## src/rtl/mc_control.sv

```systemverilog
// Multi-cycle MIPS main controller: Moore FSM driving datapath selects/strobes.
// Ports: clk, rst_n, opcode/zero/mem_ready in; mem_req..aluop, illegal, state out.
module mc_control (
  input  logic       clk,
  input  logic       rst_n,
  input  logic [5:0] opcode,
  input  logic       zero,
  input  logic       mem_ready,
  output logic       mem_req,
  output logic       memwrite,
  output logic       irwrite,
  output logic       regwrite,
  output logic       pcen,
  output logic       iord,
  output logic       memtoreg,
  output logic       regdst,
  output logic       alusrca,
  output logic [1:0] alusrcb,
  output logic [1:0] pcsrc,
  output logic [1:0] aluop,
  output logic       illegal,
  output logic [3:0] state
);

  typedef enum logic [3:0] {
    S_FETCH   = 4'd0,
    S_DECODE  = 4'd1,
    S_MEMADR  = 4'd2,
    S_MEMRD   = 4'd3,
    S_MEMWB   = 4'd4,
    S_MEMWR   = 4'd5,
    S_RTYPEEX = 4'd6,
    S_RTYPEWB = 4'd7,
    S_BEQEX   = 4'd8,
    S_ADDIEX  = 4'd9,
    S_ADDIWB  = 4'd10,
    S_JEX     = 4'd11
  } state_t;

  state_t r_state;
  state_t w_next;
  logic   r_run;

  logic w_lw, w_sw, w_rt, w_beq, w_addi, w_j;
  logic w_mem_req, w_memwrite, w_irwrite, w_regwrite;
  logic w_pcwrite, w_branch, w_illegal;

  assign w_lw   = (opcode == 6'b100011);
  assign w_sw   = (opcode == 6'b101011);
  assign w_rt   = (opcode == 6'b000000);
  assign w_beq  = (opcode == 6'b000100);
  assign w_addi = (opcode == 6'b001000);
  assign w_j    = (opcode == 6'b000010);

  // r_run delays the first FETCH access to the first edge after release,
  // so reset deassertion is seen synchronously.
  always_ff @(posedge clk or negedge rst_n) begin
    if (!rst_n) begin
      r_state <= S_FETCH;
      r_run   <= 1'b0;
    end else begin
      r_run <= 1'b1;
      if (r_run) r_state <= w_next;
    end
  end

  always_comb begin
    w_next     = S_FETCH;
    w_mem_req  = 1'b0;
    w_memwrite = 1'b0;
    w_irwrite  = 1'b0;
    w_regwrite = 1'b0;
    w_pcwrite  = 1'b0;
    w_branch   = 1'b0;
    w_illegal  = 1'b0;
    iord       = 1'b0;
    memtoreg   = 1'b0;
    regdst     = 1'b0;
    alusrca    = 1'b0;
    alusrcb    = 2'b00;
    pcsrc      = 2'b00;
    aluop      = 2'b00;
    case (r_state)
      S_FETCH: begin
        w_mem_req = 1'b1;
        alusrcb   = 2'b01;
        w_irwrite = mem_ready;
        w_pcwrite = mem_ready;
        w_next    = mem_ready ? S_DECODE : S_FETCH;
      end
      S_DECODE: begin
        alusrcb = 2'b11;
        unique case (1'b1)
          w_lw, w_sw: w_next = S_MEMADR;
          w_rt:       w_next = S_RTYPEEX;
          w_beq:      w_next = S_BEQEX;
          w_addi:     w_next = S_ADDIEX;
          w_j:        w_next = S_JEX;
          default: begin
            w_next    = S_FETCH;
            w_illegal = 1'b1;
          end
        endcase
      end
      S_MEMADR: begin
        alusrca = 1'b1;
        alusrcb = 2'b10;
        unique case (1'b1)
          w_lw:    w_next = S_MEMRD;
          w_sw:    w_next = S_MEMWR;
          default: w_next = S_FETCH;
        endcase
      end
      S_MEMRD: begin
        w_mem_req = 1'b1;
        iord      = 1'b1;
        w_next    = mem_ready ? S_MEMWB : S_MEMRD;
      end
      S_MEMWB: begin
        w_regwrite = 1'b1;
        memtoreg   = 1'b1;
      end
      S_MEMWR: begin
        w_mem_req  = 1'b1;
        w_memwrite = 1'b1;
        iord       = 1'b1;
        w_next     = mem_ready ? S_FETCH : S_MEMWR;
      end
      S_RTYPEEX: begin
        alusrca = 1'b1;
        aluop   = 2'b10;
        w_next  = S_RTYPEWB;
      end
      S_RTYPEWB: begin
        regdst     = 1'b1;
        w_regwrite = 1'b1;
      end
      S_BEQEX: begin
        alusrca  = 1'b1;
        aluop    = 2'b01;
        pcsrc    = 2'b01;
        w_branch = 1'b1;
      end
      S_ADDIEX: begin
        alusrca = 1'b1;
        alusrcb = 2'b10;
        w_next  = S_ADDIWB;
      end
      S_ADDIWB: w_regwrite = 1'b1;
      S_JEX: begin
        pcsrc     = 2'b10;
        w_pcwrite = 1'b1;
      end
      default: w_next = S_FETCH;
    endcase
  end

  // Strobes are suppressed until the first edge after reset release.
  assign mem_req  = w_mem_req & r_run;
  assign memwrite = w_memwrite & r_run;
  assign irwrite  = w_irwrite & r_run;
  assign regwrite = w_regwrite & r_run;
  assign pcen     = (w_pcwrite | (w_branch & zero)) & r_run;
  assign illegal  = w_illegal & r_run;
  assign state    = r_state;

endmodule
```

## config.mk

```make
export PLATFORM = sky130hd
export DESIGN_NAME = mc_control
export DESIGN_NICKNAME = d
export VERILOG_FILES = /design/src/rtl/mc_control.sv
export SDC_FILE = /design/constraint.sdc
export NUM_CORES = 1
export LEC_CHECK = 0
export CORE_UTILIZATION = 40
export CTS_CLUSTER_DIAMETER = 200
export DETAILED_ROUTE_END_ITERATION = 12
export HOLD_SLACK_MARGIN = 0.1
export PLACE_DENSITY_LB_ADDON = 0.3
export SYNTH_ARGS = -nofsm -noshare
export SYNTH_HDL_FRONTEND = slang
export SYNTH_SLANG_ARGS = --single-unit
```

## constraint.sdc

```tcl
create_clock -name clk -period 2.29 [get_ports clk]
set_clock_uncertainty 0.2 [all_clocks]
set_input_delay 0.458 -clock clk [delete_from_list [all_inputs] [get_ports clk]]
set_output_delay 0.458 -clock clk [all_outputs]
set_load 0.01 [all_outputs]
```

After elaboration in Yosys (flattened, before gate mapping)
Index checks and enable logic that the tools add are counted.
Widths: inputs -> output; s select.
{"block": "totals", "regBits": 5, "input_bits": 10, "out_inout_bits": 20, "elab_cells": 56}
{"block": "classes", "n_eq_ne": 16, "mux": 21, "n_bitwise": 8, "reduce_logical": 9}
{"op": "$pmux 4 s7", "n": 1}
{"op": "$pmux 4 s5", "n": 1}
{"op": "$eq 4x3->1 const B", "n": 4}
{"op": "$eq 4x4->1 const B", "n": 4}
{"op": "$eq 6x6->1 const B", "n": 2}
{"op": "$mux 1", "n": 12}
{"op": "$eq 4x2->1 const B", "n": 2}
{"op": "$pmux 2 s2", "n": 2}
{"op": "$and 1x1->1", "n": 7}
{"op": "$eq 6x2->1 const B", "n": 1}
{"op": "$eq 6x3->1 const B", "n": 1}
{"op": "$eq 6x4->1 const B", "n": 1}
{"op": "$logic_not 6->1", "n": 1}
{"op": "$mux 3", "n": 2}
{"op": "$pmux 2 s3", "n": 1}
{"op": "$pmux 3 s2", "n": 1}
{"op": "$reduce_or 2->1", "n": 3}
{"op": "$reduce_or 3->1", "n": 2}
{"op": "$reduce_or 6->1", "n": 1}
{"op": "$eq 4x1->1 const B", "n": 1}
{"op": "$logic_not 4->1", "n": 1}
{"op": "$reduce_or 4->1", "n": 1}
{"op": "$pmux 1 s2", "n": 1}
{"op": "$or 1x1->1", "n": 1}

Depth between registers and ports, before layout
Gate-level depths: netlist of run 1.
{"block": "logic_depth", "word_depth": 5, "depth_mapped": 6}

Worst setup path after synthesis of run 1
No wires, ideal clock.
{"block": "synth_timing", "path_kind": "input to output", "start": "input port opcode[2]", "end": "output port illegal", "arrival_time_ns": 1.353, "path_slack_ns": 0.279, "cell_stages": 4, "path_cell_list": "or2_4 or4_4 o21ai_2 nor3_1"}
{"block": "synth_via", "elab_chain_len": 5, "word_cells_on_any_way": 10, "cone_classes": "eq/ne: 5; mux: 2; bitwise: 1; reduce/logical: 2"}
{"item": "start, declared", "line_no": "6", "text": "input logic [5:0] opcode,"}
{"item": "$eq 6x6->1 (tied with other cells)", "line_no": "48", "text": "assign w_lw = (opcode == 6'b100011);"}
{"item": "$reduce_or 6->1 (no source line) (*)"}
{"item": "$mux 1 (*)", "line_no": "93", "text": "unique case (1'b1)"}
{"item": "$mux 1 (*)", "line_no": "83", "text": "case (r_state)"}
{"item": "$and 1x1->1 (*)", "line_no": "164", "text": "assign illegal = w_illegal & r_run;"}
{"item": "end, declared", "line_no": "21", "text": "output logic illegal,"}
Mark *: on every way between the ends. The rest lies on a longest branch, timed or not.

Final worst setup path of run 1
{"block": "layout_timing", "start": "input port opcode[4]", "end": "output port illegal"}
Same word-level chain as after synthesis.

==> results_dict.tcl, run 1 <==
set metrics [dict create \
    setup_tns_ns 0 \
    dieWidth_um 41.8 \
    antenna_found_initial 0 \
    synth_flop_cell "dfrtp_1" \
    syn2layout_area_growth_pct 95.5 \
    grt_start_max_net_pins 10 \
    cts_buffer_depth 2 \
    outcome "finished, final reports clean" \
    synthTopCellsByArea "dfrtp_1 (20%), a21oi_1 (6.3%), nand3_1 (4.7%), nor3_1 (4.7%), nand2_1 (4.2%)" \
    critPathMaxFanout 3 \
    vdd_drop_max_v 0.000499 \
    grt_first_pass_wirelength_um 4230 \
    finalSetupViolCount 0 \
    wl_per_cell_um 15.3 \
    required_ns 1.63 \
    io_buffers 29 \
    fin_area_mm2 0.00124 \
    clock-sinks 5 \
    place_congestion 0.917 \
    syn_inst 89 \
    drc 0 \
    cp_data_arrival_time_ns 1.63 \
    drtIter0Drc 46 \
    slew_violations 0 \
    final_cells 169 \
    grt_use_total 0.313 \
    post-route-min-period_ns 2.28 \
    dieArea_mm2 0.00175 \
    synth_fp_nets 99 \
    nNetsFinal 165 \
    h-tree-depth 1 \
    dp.final_hpwl_um 1640 \
    fin_crit_sh 0.997 \
    grt_pass1_vias 952 \
    place_area_mm2 0.00112 \
    p_per_area_mw_per_mm2 419 \
    critPathCaptureType "output port" \
    coreArea_mm2 0.00138 \
    die_h_um 41.8 \
    yosysSeqAreaShare 0.198 \
    syn_area_per_cell_um2 7.11 \
    yosysUniqueCellTypes 38 \
    n_antenna_cell 0 \
    place_inst 155 \
    hp-class "in -> async" \
    vias 953 \
    hold_ws_ns 0.212 \
    yosys_warnings 0 \
    startpoint_type "primary input" \
    viasPerCell 5.64 \
    layout-drive-gt1-share 0.468 \
    timing_worst_setup_path_type "in -> out" \
    synth_top_area_share 0.198 \
    drv_cap 0 \
    syn_area_um2 633 \
    tritoncts "yes" \
    num_rows 13 \
    final_common_cell "buf_4" \
    nFillCells 69 \
    io_pins 30 \
    clock.fmax_mhz 438 \
    rsz0062_at_grt "yes" \
    synth-edff-count 0 \
    p_leak_nw 0.577 \
    clk_transition_reported_paths_ns 0.06 \
    cts-root-buf "clkbuf_4" \
    initial_core_util 0.458 \
    yosysTopAreaCell "dfrtp_1" \
    async_flop_share 1.00 \
    dr.pass1.iters 4 \
    overflow 0 \
    hold_viol 0 \
    cts_buffers 3 \
    clock_latency_ns 0.27 \
    synth-seq-cells 5 \
    drt-total-wl_um 2590 \
    drt.antenna.violating_nets 0 \
    mostFrequentLayoutCells "buf_4 (39), dlygate4sd2_1 (11), nand2_1 (7), a21oi_1 (7), clkdlybuf4s50_1 (7)" \
]
[cell usage after synthesis, drive strengths merged (3+ instances only)]
cell	instances
o21ai	7
dfrtp	5
buf	5
o22ai	4
nor2b	3
nand2b	3
nand2	7
nor2	7
o31ai	3
inv	3
nand3	6
a21oi	8
nor3	6
[worst max-delay path, stage by stage]
cell and delay, ns:
buf_6 0.09, or2_4 0.24, or4_4 0.55, o21ai_4 0.09
nor3_2 0.06, buf_2 0.13
[flip-flops by register name, summed over array words and instances (netlist names)]
register,count
r_run,1
state,4
[final cells by class]
class / count / area [µm²] / area share
multi-input combinational: 74 / 505 / 0.408
timing repair buffer: 68 / 546 / 0.441
clock buffer: 4 / 26.3 / 0.0212
tap: 15 / 18.8 / 0.0152
inverter: 3 / 11.3 / 0.00910
sequential: 5 / 130 / 0.105
[layer usage]
metal  global-route usage  share of wire
met1                0.373           0.41
met2                0.525           0.50
met4                0.168          0.031
met3               0.0565          0.056
met5                    0              0
[cells by family after synthesis]
logic type      after synthesis  share of synthesized area
compound gates               26                      0.273
xor+xnor                      3                     0.0415
buf+inv                      10                     0.0830
flops                         5                      0.198
other cells                   1                    0.00592
mux                           1                     0.0158
simple gates                 43                      0.383
[final timing paths]
check                      slack, ns                  from  cells past startpoint                    to
min in group clk                0.47  state[2]$_DFFE_PN0P_                      2  state[2]$_DFFE_PN0P_
max in group asynchronous       1.44                 rst_n                      1  state[1]$_DFFE_PN0P_
max                            0.006             opcode[4]                      6               illegal
min reg2reg                     0.47  state[2]$_DFFE_PN0P_                      2  state[2]$_DFFE_PN0P_
max reg2reg                     0.27  state[0]$_DFFE_PN0P_                      7  state[1]$_DFFE_PN0P_
min                             0.21                 rst_n                      1  state[0]$_DFFE_PN0P_
[through the flow]
step	setup slack, ns	power (mW)	utilization
final	0.00649	0.518	0.895
after floorplan	0.279	0.228	-
after CTS	-0.0822	0.487	0.862
after detailed placement	-0.624	0.369	0.809
after global routing	-0.0347	0.546	0.895
after global placement	-0.606	0.363	0.809
[power breakdown]
part / internal, mW / switching (mW)
registers: 0.0965 / 0.0121
clock network: 0.0666 / 0.0488
logic: 0.156 / 0.138
[timing repair]
item | in CTS | in global routing
gates resized for setup | 34 | 24
endpoints found under the setup margin | 16 | 7
hold buffers | 0 | 0
pin swaps | 4 | 6
buffers inserted | 8 | 2
endpoints found under the hold margin | 0 | 0
No activity file was read; power rests on OpenSTA's default activity.
==> run 2, diff against run 1 <==
--- a/config.mk
+++ b/config.mk
@@ -7,6 +7,7 @@
 export LEC_CHECK = 0
 export CORE_UTILIZATION = 40
 export CTS_CLUSTER_DIAMETER = 200
+export CTS_CLUSTER_SIZE = 14
 export DETAILED_ROUTE_END_ITERATION = 12
 export HOLD_SLACK_MARGIN = 0.1
 export PLACE_DENSITY_LB_ADDON = 0.3
==> results of run 2 <==
No change in the layout: final DEF, timing and power equal those of run 1.
==> run 3, diff against run 2 <==
--- a/config.mk
+++ b/config.mk
@@ -7,7 +7,7 @@
 export LEC_CHECK = 0
 export CORE_UTILIZATION = 40
 export CTS_CLUSTER_DIAMETER = 200
-export CTS_CLUSTER_SIZE = 14
+export CTS_CLUSTER_SIZE = 10
 export DETAILED_ROUTE_END_ITERATION = 12
 export HOLD_SLACK_MARGIN = 0.1
 export PLACE_DENSITY_LB_ADDON = 0.3
==> results of run 3 <==
No change in the layout: final DEF, timing and power equal those of run 1.
